## config.mk

```make
export PLATFORM = sky130hd
export DESIGN_NAME = str_window_flat
export DESIGN_NICKNAME = d
export VERILOG_FILES = /design/src/rtl/str_window_if.sv /design/src/rtl/str_window.sv /design/src/flat_wrapper.sv
export SDC_FILE = /design/constraint.sdc
export NUM_CORES = 1
export LEC_CHECK = 0
export ABC_CLOCK_PERIOD_IN_PS = 4100
export BUFFER_PORTS_ARGS = -buffer_cell sky130_fd_sc_hd__buf_2
export CORE_MARGIN = 10
export CORE_UTILIZATION = 45
export CTS_CLUSTER_SIZE = 14
export DETAILED_ROUTE_END_ITERATION = 8
export PLACE_DENSITY = 0.63
export SLEW_MARGIN = 20
export SYNTH_ARGS = -nofsm -noshare
export SYNTH_HDL_FRONTEND = slang
export SYNTH_SLANG_ARGS = --single-unit
```

## constraint.sdc

```tcl
create_clock -name clk_i -period 4.1 [get_ports clk_i]
set_input_delay 0.205 -clock clk_i [delete_from_list [all_inputs] [get_ports clk_i]]
set_output_delay 0.205 -clock clk_i [all_outputs]
set_load 0.05 [all_outputs]
```

## src/rtl/str_window_if.sv

```systemverilog
// Byte-stream in / sliding-window out bundle for str_window.
// The slave modport is the window builder; the master modport is the
// side that feeds bytes and consumes windows.
interface str_window_if #(
    parameter int BYTE_W   = 8,
    parameter int STR_SIZE = 20,
    parameter int POS_W    = 16
);
    logic [BYTE_W-1:0]                data_i;
    logic                             valid_i;
    logic                             sop_i;
    logic                             eop_i;
    logic                             ready_o;
    logic [STR_SIZE-1:0][BYTE_W-1:0]  win_o;
    logic                             win_valid_o;
    logic                             win_ready_i;
    logic [POS_W-1:0]                 win_pos_o;
    logic                             win_last_o;
    logic                             drop_o;

    modport slave (
        input  data_i, valid_i, sop_i, eop_i, win_ready_i,
        output ready_o, win_o, win_valid_o, win_pos_o, win_last_o, drop_o
    );

    modport master (
        output data_i, valid_i, sop_i, eop_i, win_ready_i,
        input  ready_o, win_o, win_valid_o, win_pos_o, win_last_o, drop_o
    );
endinterface

```

## src/rtl/str_window.sv

```systemverilog
// Sliding window builder feeding the bloom-filter CRC hash.
// Handshakes: on both sides a transfer happens on a clock edge where
// valid and ready are both 1. Input: valid_i/ready_o, ready_o is
// combinational and only drops while a window is waiting downstream.
// Output: win_valid_o/win_ready_i; while win_valid_o is 1 and win_ready_i
// is 0 the window, its offset and its last flag are held unchanged.
// Window element 0 is the oldest byte, element STR_SIZE-1 the newest.
module str_window #(
    parameter int BYTE_W   = 8,
    parameter int STR_SIZE = 20,
    parameter int POS_W    = 16
) (
    input  logic           clk_i,
    input  logic           rst_n_i,
    str_window_if.slave    bus,
    output logic           dbg_in_pkt_o
);
    localparam int FILL_W = $clog2(STR_SIZE + 1);
    localparam logic [FILL_W-1:0] FULL    = FILL_W'(STR_SIZE);
    localparam logic [FILL_W-1:0] ONE     = FILL_W'(1);
    localparam logic [POS_W-1:0]  POS_MAX = '1;

    typedef enum logic {IDLE = 1'b0, IN_PKT = 1'b1} state_t;

    state_t                            state_q;
    logic [FILL_W-1:0]                 fill_q;
    logic [FILL_W-1:0]                 fill_nxt;
    logic                              emitted_q;
    logic                              emitted_eff;
    // Holds the newest STR_SIZE-1 bytes; the incoming byte completes a window.
    logic [STR_SIZE-2:0][BYTE_W-1:0]   hist_q;
    logic [STR_SIZE-1:0][BYTE_W-1:0]   shifted;
    logic [STR_SIZE-1:0][BYTE_W-1:0]   win_q;
    logic                              win_valid_q;
    logic [POS_W-1:0]                  win_pos_q;
    logic [POS_W-1:0]                  pos_nxt;
    logic                              win_last_q;
    logic                              drop_q;
    logic                              drop_nxt;
    logic                              ready;
    logic                              accept;
    logic                              in_use;
    logic                              emit;

    assign ready            = !win_valid_q || bus.win_ready_i;
    assign bus.ready_o      = ready;
    assign bus.win_o        = win_q;
    assign bus.win_valid_o  = win_valid_q;
    assign bus.win_pos_o    = win_pos_q;
    assign bus.win_last_o   = win_last_q;
    assign bus.drop_o       = drop_q;
    assign dbg_in_pkt_o     = (state_q == IN_PKT);

    // Next-state decode for one accepted byte: fill, emit, offset and drop.
    always_comb begin
        accept      = bus.valid_i && ready;
        in_use      = accept && (state_q == IN_PKT || bus.sop_i);
        // A sop byte starts a fresh packet, so the old emitted flag no longer counts.
        emitted_eff = emitted_q && !bus.sop_i;
        fill_nxt    = fill_q;
        if (bus.sop_i)
            fill_nxt = ONE;
        else if (fill_q != FULL)
            fill_nxt = fill_q + ONE;
        emit        = in_use && (fill_nxt == FULL);
        shifted     = {bus.data_i, hist_q};
        pos_nxt     = '0;
        if (emitted_eff)
            pos_nxt = (win_pos_q == POS_MAX) ? POS_MAX : win_pos_q + 1'b1;
        // Abort of a window-less packet, or a window-less packet reaching eop.
        drop_nxt    = (accept && bus.sop_i && state_q == IN_PKT && !emitted_q)
                   || (in_use && bus.eop_i && !emit && !emitted_eff);
    end

    // Packet FSM, shift history, output window register and drop pulse.
    always_ff @(posedge clk_i or negedge rst_n_i) begin
        if (!rst_n_i) begin
            state_q     <= IDLE;
            fill_q      <= '0;
            emitted_q   <= 1'b0;
            hist_q      <= '0;
            win_q       <= '0;
            win_valid_q <= 1'b0;
            win_pos_q   <= '0;
            win_last_q  <= 1'b0;
            drop_q      <= 1'b0;
        end else begin
            if (in_use) begin
                state_q   <= bus.eop_i ? IDLE : IN_PKT;
                fill_q    <= fill_nxt;
                emitted_q <= emitted_eff || emit;
                hist_q    <= shifted[STR_SIZE-1:1];
            end
            if (emit) begin
                win_q       <= shifted;
                win_valid_q <= 1'b1;
                win_pos_q   <= pos_nxt;
                win_last_q  <= bus.eop_i;
            end else if (win_valid_q && bus.win_ready_i) begin
                win_q       <= '0;
                win_valid_q <= 1'b0;
            end
            drop_q <= drop_nxt;
        end
    end
endmodule

```

## src/flat_wrapper.sv

```systemverilog
// flat-port wrapper written by rule: the top's interface ports become plain ports
module str_window_flat 
#(
    parameter int BYTE_W   = 8,
    parameter int STR_SIZE = 20,
    parameter int POS_W    = 16
)
  (clk_i, rst_n_i, dbg_in_pkt_o, bus_data_i, bus_valid_i, bus_sop_i, bus_eop_i, bus_win_ready_i, bus_ready_o, bus_win_o, bus_win_valid_o, bus_win_pos_o, bus_win_last_o, bus_drop_o);
  str_window_if #(.BYTE_W(BYTE_W), .STR_SIZE(STR_SIZE), .POS_W(POS_W)) bus_i ();
  input  logic clk_i;
  input  logic rst_n_i;
  output logic dbg_in_pkt_o;
  input wire logic [$bits(bus_i.data_i)-1:0] bus_data_i;
  input wire logic [$bits(bus_i.valid_i)-1:0] bus_valid_i;
  input wire logic [$bits(bus_i.sop_i)-1:0] bus_sop_i;
  input wire logic [$bits(bus_i.eop_i)-1:0] bus_eop_i;
  input wire logic [$bits(bus_i.win_ready_i)-1:0] bus_win_ready_i;
  output wire logic [$bits(bus_i.ready_o)-1:0] bus_ready_o;
  output wire logic [$bits(bus_i.win_o)-1:0] bus_win_o;
  output wire logic [$bits(bus_i.win_valid_o)-1:0] bus_win_valid_o;
  output wire logic [$bits(bus_i.win_pos_o)-1:0] bus_win_pos_o;
  output wire logic [$bits(bus_i.win_last_o)-1:0] bus_win_last_o;
  output wire logic [$bits(bus_i.drop_o)-1:0] bus_drop_o;
  assign bus_i.data_i = bus_data_i;
  assign bus_i.valid_i = bus_valid_i;
  assign bus_i.sop_i = bus_sop_i;
  assign bus_i.eop_i = bus_eop_i;
  assign bus_i.win_ready_i = bus_win_ready_i;
  assign bus_ready_o = bus_i.ready_o;
  assign bus_win_o = bus_i.win_o;
  assign bus_win_valid_o = bus_i.win_valid_o;
  assign bus_win_pos_o = bus_i.win_pos_o;
  assign bus_win_last_o = bus_i.win_last_o;
  assign bus_drop_o = bus_i.drop_o;
  str_window #(.BYTE_W(BYTE_W), .STR_SIZE(STR_SIZE), .POS_W(POS_W)) u_core (.clk_i(clk_i), .rst_n_i(rst_n_i), .bus(bus_i), .dbg_in_pkt_o(dbg_in_pkt_o));
endmodule
```

==> summary.md <==
| Metric | Value |
|---|---|
| Initial antenna violation count | `0` |
| Clock Pin Slew Worst Setup and Hold Paths | `0.06 ns` |
| Area leader, netlist | `dfrtp_1` |
| CP endpoint | `u_core.bus.win_o[37]$_DFFE_PN0P_` |
| CTS tree | `yes` |
| Worst Hold Class | `primary input to register` |
| Final hold viol count | `0` |
| Slowest stage delay, CP | `around 0.6 ns` |
| Tmin final | `between 2 and 3 ns` |
| Worst Tran Pin Value | `0.982 ns` |
| Post-Syn Instances | `1,500` |
| GRT met2 Usage | `around 28%` |
| Ys async rst share | `100%` |
| Cell area after synthesis | `approximately 0.013 mm^2` |
| N_diodes | `0` |
| Most common cell in the synthesized netlist | `nand2_1` |
| Met3 GRT Util | `around 3.6%` |
| Primary FF master, synth | `dfrtp_1` |
| Delay-heaviest family, CP | `compound AO/OA/AOI/OAI gates` |
| VDD IR max | `0.252 mV` |
| Compound-gate portion of the synthesized area | `under 10%` |
| Largest family of logic cells by synthesized area | `simple AND/OR/NAND/NOR gates` |
| Reg2Reg Capture Point | `u_core.bus.win_o[37]$_DFFE_PN0P_` |
| Largest net degree at the start of global routing | `~230` |
| Pre-CTS worst setup slack | `1.26 ns` |
| Placer congestion estimate | `between 0.8 and 0.9` |
| Per-cell routed wire length | `15.6 um` |
| Max frequency | `353 MHz` |
| H-tree levels | `2` |
| DRT antenna net count | `0` |
| Hold_ws | `approximately 0.028 ns` |
| Largest cells by area after synthesis | `dfrtp_1 (63%), nand2_1 (22%), o21ai_0 (5.2%)` |
| Pre-Repair DR Iteration Count | `5` |
| Die Footprint | `about 0.037 mm^2` |
| Post-DR vias/cell | `about 5` |
| Crit path kind | `register to register` |
| Setup slack after layout | `between 1 and 1.5 ns` |
| Sink Count | `338` |
| Grt peak-use layer | `met2` |
| Sequential share of the synthesized area | `approximately 63%` |
| Synth unique cells | `45` |
| Yosys reg bits | `around 340` |
| Crit path arrival time | `roughly 3.2 ns` |
| Non-Filler Instances | `2,078` |
| Root Buffer | `clkbuf_16` |
| CP endpoint kind | `register` |
| Post-route clock period utilization | `69.2%` |
| Initial Util | `45.5%` |
| Share of cells above drive strength 1 | `between 10% and 20%` |
| CP Buf/Inv Count | `2` |
| Synthesized-area fraction occupied by adder cells | `less than 1%` |
| Crit-path max FO | `approximately 230` |
| Slew margin rel. | `34.3%` |
| Die H | `~190 um` |
| PD cells | `between 500 and 600 mW/mm^2` |
| Hpwl dp | `about 20,000 um` |
| CTS Buf Count | `37` |
| Crit start category | `register` |
| First-pass GRT wire length | `approximately 54,000 um` |
| Critical-path top delay cell | `buf_12` |
| Number of nets in the layout | `roughly 1,700` |
| Met1 Use GR | `24.0%` |
| EDFF count, synth | `0` |
| Overall routing resource usage | `17.4%` |
| Reg2Reg Depth | `7` |
| Reg-to-reg slack, setup | `about 1.3 ns` |
| Vias | `between 10,000 and 15,000` |
| Worst Path Required | `~4.5 ns` |
| Simple-gate share of the synthesized area | `between 20% and 30%` |
| Synth top area share | `a little over three fifths` |
| Layout Skew | `roughly 0.023 ns` |
| Final slew viol count | `0` |
| Port-buffer cells | `a little under 200` |
| Grt total ovfl | `0` |
| CTS max path bufs | `3` |
| Top cells by count, synth | `nand2_1 (792), dfrtp_1 (338), o21ai_0 (139), clkbuf_1 (63), o21ai_1 (33)` |
| Area Overhead vs Synth | `18.5%` |
| DIE WIDTH | `roughly 190 um` |
| Worst skew pair latency | `~0.52 ns` |
| Synth Area in XOR/XNOR | `less than 1%` |
| Worst path cell trace | `inv_1 > ha_1 > a21o_1 > a211o_1 > a211oi_4 > buf_12 > o21ai_0` |
| Mux cell area share after synthesis | `0.158%` |
| Synthesized Nets | `1,517` |
| Core area | `around 0.030 mm^2` |
| Setup violations, final | `0` |
| Status | `finished clean` |
| Sum Neg Setup Slack | `0 ns` |
| Max-cap viol count | `0` |
| Ports | `roughly 200` |
| DRC | `0` |
| R2r startpoint | `u_core.fill_q[0]$_DFFE_PN0P_` |
| Post-placement cell count | `around 2,000` |
| RSZ-0062 raised after global routing | `false` |
| Row count | `between 60 and 70` |
| Critical path depth in cells | `7` |
| Vias in the first global route | `10,100` |
| Post-CTS sizing | `0` |
| Drt initial violations | `between 800 and 900` |
| Yosys Warn Count | `0` |
| Aggregate routed wire length | `~32,000 um` |
| Syn Area/Cell | `8.99 um^2` |
| Critical Path Source | `u_core.fill_q[0]$_DFFE_PN0P_` |
| LEAKAGE | `8.44 nW` |
-- metal layers --
layer  share of wire (%)  vias to the layer above
met5                   0                        -
met4                 1.5                        0
met3                 5.0                       35
met2                  48                      182
met1                  46                     5027
li1                    -                     5099
-- cells in the final DEF (no fill, tap or decap), types with 2 or more instances in the layout --
cell and n:
a41oi_1 4, ha_1 3, inv_1 4, nand2_1 791, a211o_1 2, and2_1 4
nand4_1 4, clkinv_2 6, o21ai_1 33, nand2b_1 3, nand3_1 3, nor2_1 8
clkbuf_1 8, bufinv_16 3, o21ai_0 139, dlygate4sd3_1 10, a21oi_1 24, buf_4 6
a31oi_1 2, a2bb2oi_1 2, clkbuf_16 37, buf_12 7, buf_2 193, clkinv_4 2
a31o_2 4, o31ai_1 3, nor2b_1 3, a41o_1 2, clkbuf_8 7, and4_1 3
a21o_1 3, inv_6 2, and3_1 4, o22a_1 2, dfrtp_1 338
-- flip-flops by register name, indices dropped and copies added, names as in the netlist --
signal                  cells
u_core.bus.drop_o           1
u_core.bus.win_valid_o      1
u_core.dbg_in_pkt_o         1
u_core.hist_q             152
u_core.bus.win_o          160
u_core.fill_q               5
u_core.bus.win_last_o       1
u_core.bus.win_pos_o       16
u_core.emitted_q            1
-- tightest hold or removal path, delay by kind of cell --
family / cells / cell delay (ns)
compound gates: 1 / 0.05
simple gates: 1 / 0.12
buf+inv: 1 / 0.12
-- kinds of logic (layout without fill, tap and decap cells) --
logic type      after synthesis  after routing
compound gates              227            227
xor+xnor                      1              1
fa+ha+maj                     3              3
buf+inv                      99            287
flops                       338            338
mux                           2              2
simple gates                830            830
-- final cells by class --
type	count	area [um^2]
multi-input combinational	1063	4530
tap	390	488
clock buffer	52	1050
sequential	338	8460
clock inverter	14	163
timing repair buffer	217	1270
fill	2795	13700
inverter	4	15.0
-- worst min-delay path by stage --
stage	startpoint	endpoint	slack, ns	cells after the start
detailed placement	rst_n_i	u_core.bus.win_o[154]$_DFFE_PN0P_	0.39	1
floorplan	rst_n_i	u_core.bus.drop_o$_DFF_PN0_	-0.09	0
CTS	bus_valid_i	u_core.bus.drop_o$_DFF_PN0_	0.005	3
global route	bus_valid_i	u_core.bus.drop_o$_DFF_PN0_	0.009	3
finish	bus_valid_i	u_core.bus.drop_o$_DFF_PN0_	0.03	3
global placement	rst_n_i	u_core.bus.win_o[152]$_DFFE_PN0P_	0.39	1
-- per-stage QoR --
stage	utilization [%]	area [um^2]	total power [mW]
after floorplan	-	13500	4.63
after global placement	49.5	14700	4.94
after detailed placement	49.5	14700	4.97
after CTS	53.9	16000	8.33
after global routing	53.9	16000	8.65
final	53.9	16000	8.21
-- report_power, final --
group / switching [mW] / internal, mW / leakage, nW / total (mW)
Clock: 1.32 / 1.99 / 0.599 / 3.30
Combinational: 0.444 / 0.255 / 3.21 / 0.700
Sequential: 0.408 / 3.80 / 4.63 / 4.21
Total: 2.17 / 6.04 / 8.44 / 8.21
-- what timing repair did --
action	in CTS	in global routing
hold buffers	10	0
buffers inserted	0	0
hold endpoints to repair	139	0
No activity file was read; power rests on OpenSTA's default activity.
